`config.mk`:
```
export PLATFORM = sky130hd
export DESIGN_NAME = updown_counter_param
export DESIGN_NICKNAME = d
export VERILOG_FILES = /design/src/rtl/updown_pkg.sv /design/src/rtl/updown_step.sv /design/src/rtl/updown_counter_param.sv
export SDC_FILE = /design/constraint.sdc
export NUM_CORES = 1
export LEC_CHECK = 0
export ABC_AREA = 1
export ABC_CLOCK_PERIOD_IN_PS = 5400
export CORE_MARGIN = 10
export CORE_UTILIZATION = 55
export CTS_CLUSTER_DIAMETER = 80
export CTS_CLUSTER_SIZE = 25
export DETAILED_ROUTE_END_ITERATION = 6
export PLACE_DENSITY = 0.81
export SYNTH_ARGS = -nofsm -noshare
export SYNTH_HDL_FRONTEND = slang
export SYNTH_HIERARCHICAL = 1
export SYNTH_SLANG_ARGS = --single-unit
```
`constraint.sdc`:
```
create_clock -name Clk -period 5.4 [get_ports Clk]
set_input_delay 1.08 -clock Clk [delete_from_list [all_inputs] [get_ports Clk]]
set_output_delay 1.08 -clock Clk [all_outputs]
set_load 0.02 [all_outputs]
```
`src/rtl/updown_pkg.sv`:
```
// Shared encodings for the parametrised up/down counter family.
// Direction and run-mode codes are 2 bits wide to match the top-level ports.
package updown_pkg;

    localparam logic [1:0] DIR_IDLE = 2'b00;
    localparam logic [1:0] DIR_UP   = 2'b01;
    localparam logic [1:0] DIR_DOWN = 2'b10;

    localparam logic [1:0] MODE_WRAP   = 2'b00;
    localparam logic [1:0] MODE_BOUNCE = 2'b01;
    localparam logic [1:0] MODE_SAT    = 2'b10;
    localparam logic [1:0] MODE_HOLD   = 2'b11;

endpackage

```
`src/rtl/updown_step.sv`:
```
// Combinational next-state for one enabled step of the counter.
// hit_end flags a destination equal to the endpoint in the pre-edge direction.
module updown_step
    import updown_pkg::*;
#(
    parameter int WIDTH   = 5,
    parameter int MODULUS = 25
) (
    input  logic [WIDTH-1:0] count,
    input  logic [1:0]       dir,
    input  logic [1:0]       mode,
    output logic [WIDTH-1:0] next_count,
    output logic [1:0]       next_dir,
    output logic             hit_end
);

    localparam logic [WIDTH:0] MAX_W  = (WIDTH+1)'(MODULUS - 1);
    localparam logic [WIDTH:0] ZERO_W = {(WIDTH+1){1'b0}};
    localparam logic [WIDTH:0] ONE_W  = {{WIDTH{1'b0}}, 1'b1};

    logic [WIDTH:0] w_cnt_ext;
    logic [WIDTH:0] w_inc;
    logic [WIDTH:0] w_dec;
    logic           w_at_top;
    logic           w_at_bot;

    assign w_cnt_ext = {1'b0, count};
    assign w_inc     = w_cnt_ext + ONE_W;
    assign w_dec     = w_cnt_ext - ONE_W;
    assign w_at_top  = (w_cnt_ext >= MAX_W);
    assign w_at_bot  = (w_cnt_ext == ZERO_W);

    // Mode/direction decode; an out-of-range step in BOUNCE turns back inward.
    always_comb begin
        next_count = count;
        next_dir   = dir;
        hit_end    = 1'b0;
        case (mode)
            MODE_WRAP: begin
                case (dir)
                    DIR_UP: begin
                        if (w_at_top) begin
                            next_count = {WIDTH{1'b0}};
                        end else begin
                            next_count = w_inc[WIDTH-1:0];
                            hit_end    = (w_inc == MAX_W);
                        end
                    end
                    DIR_DOWN: begin
                        if (w_at_bot) begin
                            next_count = MAX_W[WIDTH-1:0];
                        end else begin
                            next_count = w_dec[WIDTH-1:0];
                            hit_end    = (w_dec == ZERO_W);
                        end
                    end
                    default: next_count = count;
                endcase
            end
            MODE_BOUNCE: begin
                case (dir)
                    DIR_UP: begin
                        if (w_at_top) begin
                            next_count = MAX_W[WIDTH-1:0] - {{(WIDTH-1){1'b0}}, 1'b1};
                            next_dir   = DIR_DOWN;
                        end else begin
                            next_count = w_inc[WIDTH-1:0];
                            hit_end    = (w_inc == MAX_W);
                            next_dir   = (w_inc == MAX_W) ? DIR_DOWN : DIR_UP;
                        end
                    end
                    DIR_DOWN: begin
                        if (w_at_bot) begin
                            next_count = w_inc[WIDTH-1:0];
                            next_dir   = DIR_UP;
                        end else begin
                            next_count = w_dec[WIDTH-1:0];
                            hit_end    = (w_dec == ZERO_W);
                            next_dir   = (w_dec == ZERO_W) ? DIR_UP : DIR_DOWN;
                        end
                    end
                    default: next_count = count;
                endcase
            end
            MODE_SAT: begin
                case (dir)
                    DIR_UP: begin
                        if (w_at_top) begin
                            next_dir = DIR_IDLE;
                        end else begin
                            next_count = w_inc[WIDTH-1:0];
                            hit_end    = (w_inc == MAX_W);
                            next_dir   = (w_inc == MAX_W) ? DIR_IDLE : DIR_UP;
                        end
                    end
                    DIR_DOWN: begin
                        if (w_at_bot) begin
                            next_dir = DIR_IDLE;
                        end else begin
                            next_count = w_dec[WIDTH-1:0];
                            hit_end    = (w_dec == ZERO_W);
                            next_dir   = (w_dec == ZERO_W) ? DIR_IDLE : DIR_DOWN;
                        end
                    end
                    default: next_count = count;
                endcase
            end
            default: next_count = count;
        endcase
    end

endmodule

```
`src/rtl/updown_counter_param.sv`:
```
// Modulo-MODULUS up/down counter with wrap/bounce/saturate modes, clamped
// synchronous load, direction control and a registered terminal-count pulse.
module updown_counter_param
    import updown_pkg::*;
#(
    parameter int WIDTH   = 5,
    parameter int MODULUS = 25
) (
    input  logic             Clk,
    input  logic             ClearN,
    input  logic             load,
    input  logic [WIDTH-1:0] load_val,
    input  logic             start_up,
    input  logic             start_down,
    input  logic             en,
    input  logic [1:0]       mode,
    output logic [WIDTH-1:0] count,
    output logic [1:0]       dir,
    output logic             tc
);

    localparam logic [WIDTH:0] MAX_W = (WIDTH+1)'(MODULUS - 1);

    if ((MODULUS < 2) || (MODULUS > (2 ** WIDTH))) begin : g_bad_modulus
        $error("updown_counter_param: MODULUS must satisfy 2 <= MODULUS <= 2**WIDTH");
    end

    logic [WIDTH-1:0] r_count;
    logic [1:0]       r_dir;
    logic             r_tc;
    logic [WIDTH-1:0] w_next_count;
    logic [1:0]       w_next_dir;
    logic             w_hit_end;
    logic [WIDTH-1:0] w_load_clamped;
    logic             w_ctl;

    assign w_load_clamped = ({1'b0, load_val} > MAX_W) ? MAX_W[WIDTH-1:0] : load_val;
    assign w_ctl          = load | start_up | start_down;

    updown_step #(
        .WIDTH   (WIDTH),
        .MODULUS (MODULUS)
    ) u_step (
        .count      (r_count),
        .dir        (r_dir),
        .mode       (mode),
        .next_count (w_next_count),
        .next_dir   (w_next_dir),
        .hit_end    (w_hit_end)
    );

    // Load/start outrank stepping; any control cycle suppresses the step.
    always_ff @(posedge Clk or negedge ClearN) begin
        if (!ClearN) begin
            r_count <= {WIDTH{1'b0}};
            r_dir   <= DIR_IDLE;
            r_tc    <= 1'b0;
        end else if (w_ctl) begin
            r_tc <= 1'b0;
            if (load) begin
                r_count <= w_load_clamped;
            end else begin
                r_count <= r_count;
            end
            if (start_up && !start_down) begin
                r_dir <= DIR_UP;
            end else if (start_down && !start_up) begin
                r_dir <= DIR_DOWN;
            end else begin
                r_dir <= r_dir;
            end
        end else if (en) begin
            r_count <= w_next_count;
            r_dir   <= w_next_dir;
            r_tc    <= w_hit_end;
        end else begin
            r_tc <= 1'b0;
        end
    end

    assign count = r_count;
    assign dir   = r_dir;
    assign tc    = r_tc;

endmodule

```
==> flow_summary_export.csv <==
group,metric,value,unit
critical_path,cp.arrival,1.77,ns
power_and_ir_drop,leakage,0.864,nW
die,die-area,4800,um^2
cts,root_buffer,"clkbuf_4",
critical_path,cp_num_cells,1,
cts,holdBufCountCts,0,
final_layout,layout_commonest_cell,"nand2_1",
critical_path,critPathMaxFanout,12,
grt,grt.total_usage,15.3,%
sta,relSlewSlack,55.1,%
final_layout,final_cell_mix,"85 x nand2_1, 28 x inv_1, 20 x clkdlybuf4s50_1, 16 x nor2_1, 16 x nand3_1",
final_layout,final_core_util,69.8,%
flow_run,maxCapViolations,0,
sta,slew_violations,0,
place,dp_cells,270,
sta,period_needed,2.85,ns
synthesis,ys.warnings.count,6,
critical_path,crit_path_max_incr_delay,0.77,ns
critical_path,path_cells,"clkdlybuf4s50_1",
grt,grt_pass1_wl,6560,um
power_and_ir_drop,p_clk_share,15.1,%
critical_path,path_delay_family,"flip-flops",
cts,cts_buffer_depth,2,
synthesis,syn_area,1340,um^2
final_layout,diodes,0,
critical_path,crit_path_end_kind,"primary output",
die,io_pins,21,
die,coreArea,2250,um^2
drt,wirelength,3740,um
final_layout,drive_gt1_share,11.8,%
place,port_buffers,20,
drt,drtPass1Iterations,5,
critical_path,cp.required,4.32,ns
grt,grt.overflow.total,0,
critical_path,cp-start-kind,"register",
critical_path,critical_path_class,"reg2out",
drt,vias_per_cell,5.59,
grt,grt_antenna_before_repair,0,
drt,vias,1527,
sta,tns,0,ns
run_status,outcome,"finished clean",
min_path,worstHoldPathType,"reg2reg",
die,start_util,59.3,%
sta,tightest_slew,0.674,ns
sta,finClkSkew,0.00793,ns
place,hpwlAfterDp,2960,um
final_layout,layout.cells.non_filler,273,
synthesis,synth-seq-cells,8,
cts,post-cts-setup-buffer-count,0,
die,dieWidth,69.3,um
sta,fin_crit_sh,52.7,%
sta,timing.fmax,351,MHz
critical_path,crit_slowest_cell,"dfrtp_1",
sta,fin_hold_ws,0.538,ns
power_and_ir_drop,vdd_ir_drop_max,0.000135,V
die,row_count,17,
sta,timing.final.hold_violations,0,
synthesis,ys_types,31,
cts,clock_latency,0.26,ns
drt,routedWlPerCell,13.7,um
place,routabilityCongestion,1.06,
drt,drt_iter0_markers,182,
cts,clkSinkCount,8,
cts,clkSlewWorstSetupHoldPaths,0.06,ns
drt,ant_nets,0,
cts,htreeDepth,1,
critical_path,cp.buffers_inverters,1,
grt,grt_pass1_vias,1498,
final_layout,ff_latch_area,200,um^2
power_and_ir_drop,swShare,48.1,%
power_and_ir_drop,p_switching,0.147,mW
final_layout,final_nets,273,
sta,setup_viol,0,
cts,cts_tree,"built",
grt,grt_max_degree,13,
synthesis,ys_seq_area_share,15.0,%
final_layout,synthToLayoutAreaGrowth,17.6,%
synthesis,synth_cells,224,
cts,ctsResizeCount,0,
die,die_y,69.3,um
min_path,hold_path_depth,2,
power_and_ir_drop,p_int,0.159,mW
synthesis,syn-num-nets,250,
power_and_ir_drop,power_frac_seq,28.0,%
drt,drc,0,
cts,numCtsBuffers,3,
critical_path,r2r_cells,12,
power_and_ir_drop,power_density,195,nW/um^2
synthesis,syn_avg_cell_area,5.97,um^2
final_layout,fillerInstances,207,
final_layout,multi_input_area,980,um^2
sta,rsz0062_at_grt,"false",
power_and_ir_drop,power.share.combinational,56.9,%
cell type report:
cell class                 instances  share of cell area (%)
clock buffer                       3                    1.43
inverter                          36                    8.59
multi-input combinational        178                    62.3
sequential                         8                    12.7
tap                               28                    2.23
timing repair buffer              20                    12.7
final timing paths:
| kind | from | end | slack (ns) |
|---|---|---|---|
| min | dir[0] | dir[0] | 0.54 |
| max reg2reg | count[0] | count[0] | 2.97 |
| max | count[2] | count[2] | 2.55 |
| max in group asynchronous | ClearN | count[4] | 4.00 |
| min reg2reg | dir[0] | dir[0] | 0.54 |
| min in group asynchronous | ClearN | count[3] | 1.11 |
through the flow:
stage | area [um^2] | power, mW | worst slack (ns)
global placement | 1550 | 0.255 | 2.38
finish | 1570 | 0.306 | 2.55
floorplan | 1340 | 0.205 | 3.13
global route | 1570 | 0.334 | 2.45
CTS | 1570 | 0.304 | 2.56
detailed placement | 1550 | 0.256 | 2.35
sequential cells by signal, indices dropped and copies added, names as in the netlist:
name	count
count	5
tc	1
dir	2
synthesized netlist by cell type, drive strengths merged:
cell	n	area [um^2]
inv	36	135
xor2	2	17.5
or2	1	6.26
nand3	18	108
o21ai	9	60.1
nand2	91	367
dfrtp	8	200
a211oi	2	15.0
buf	2	22.5
a31oi	2	12.5
o22ai	3	25.0
a22o	1	8.76
o31ai	1	7.51
nor2	21	110
nand4	2	12.5
nor3	1	5.00
ha	13	163
a21oi	11	62.6
power groups by stage:
stage | combinational, mW | sequential [mW] | clock [mW]
floorplan | 0.122 | 0.0830 | 0
global placement | 0.170 | 0.0856 | 0
detailed placement | 0.170 | 0.0861 | 0
CTS | 0.172 | 0.0851 | 0.0470
global route | 0.195 | 0.0870 | 0.0515
finish | 0.174 | 0.0856 | 0.0463
routing by layer:
layer  vias to the layer above  track usage [%]  part of all wire, %
met5                         -                0                    0
met4                         0             5.54                  2.2
met3                        17             2.14                  7.5
met2                        83             26.6                   49
met1                       676             18.3                   41
li1                        751                -                    -
cells by family after synthesis:
kind of cell	Yosys count	share of synthesized area (%)
simple gates	134	45.5
fa+ha+maj	13	12.2
flops	8	15.0
buf+inv	38	11.8
xor+xnor	2	1.31
compound gates	29	14.3
No activity file was read; power rests on OpenSTA's default activity.
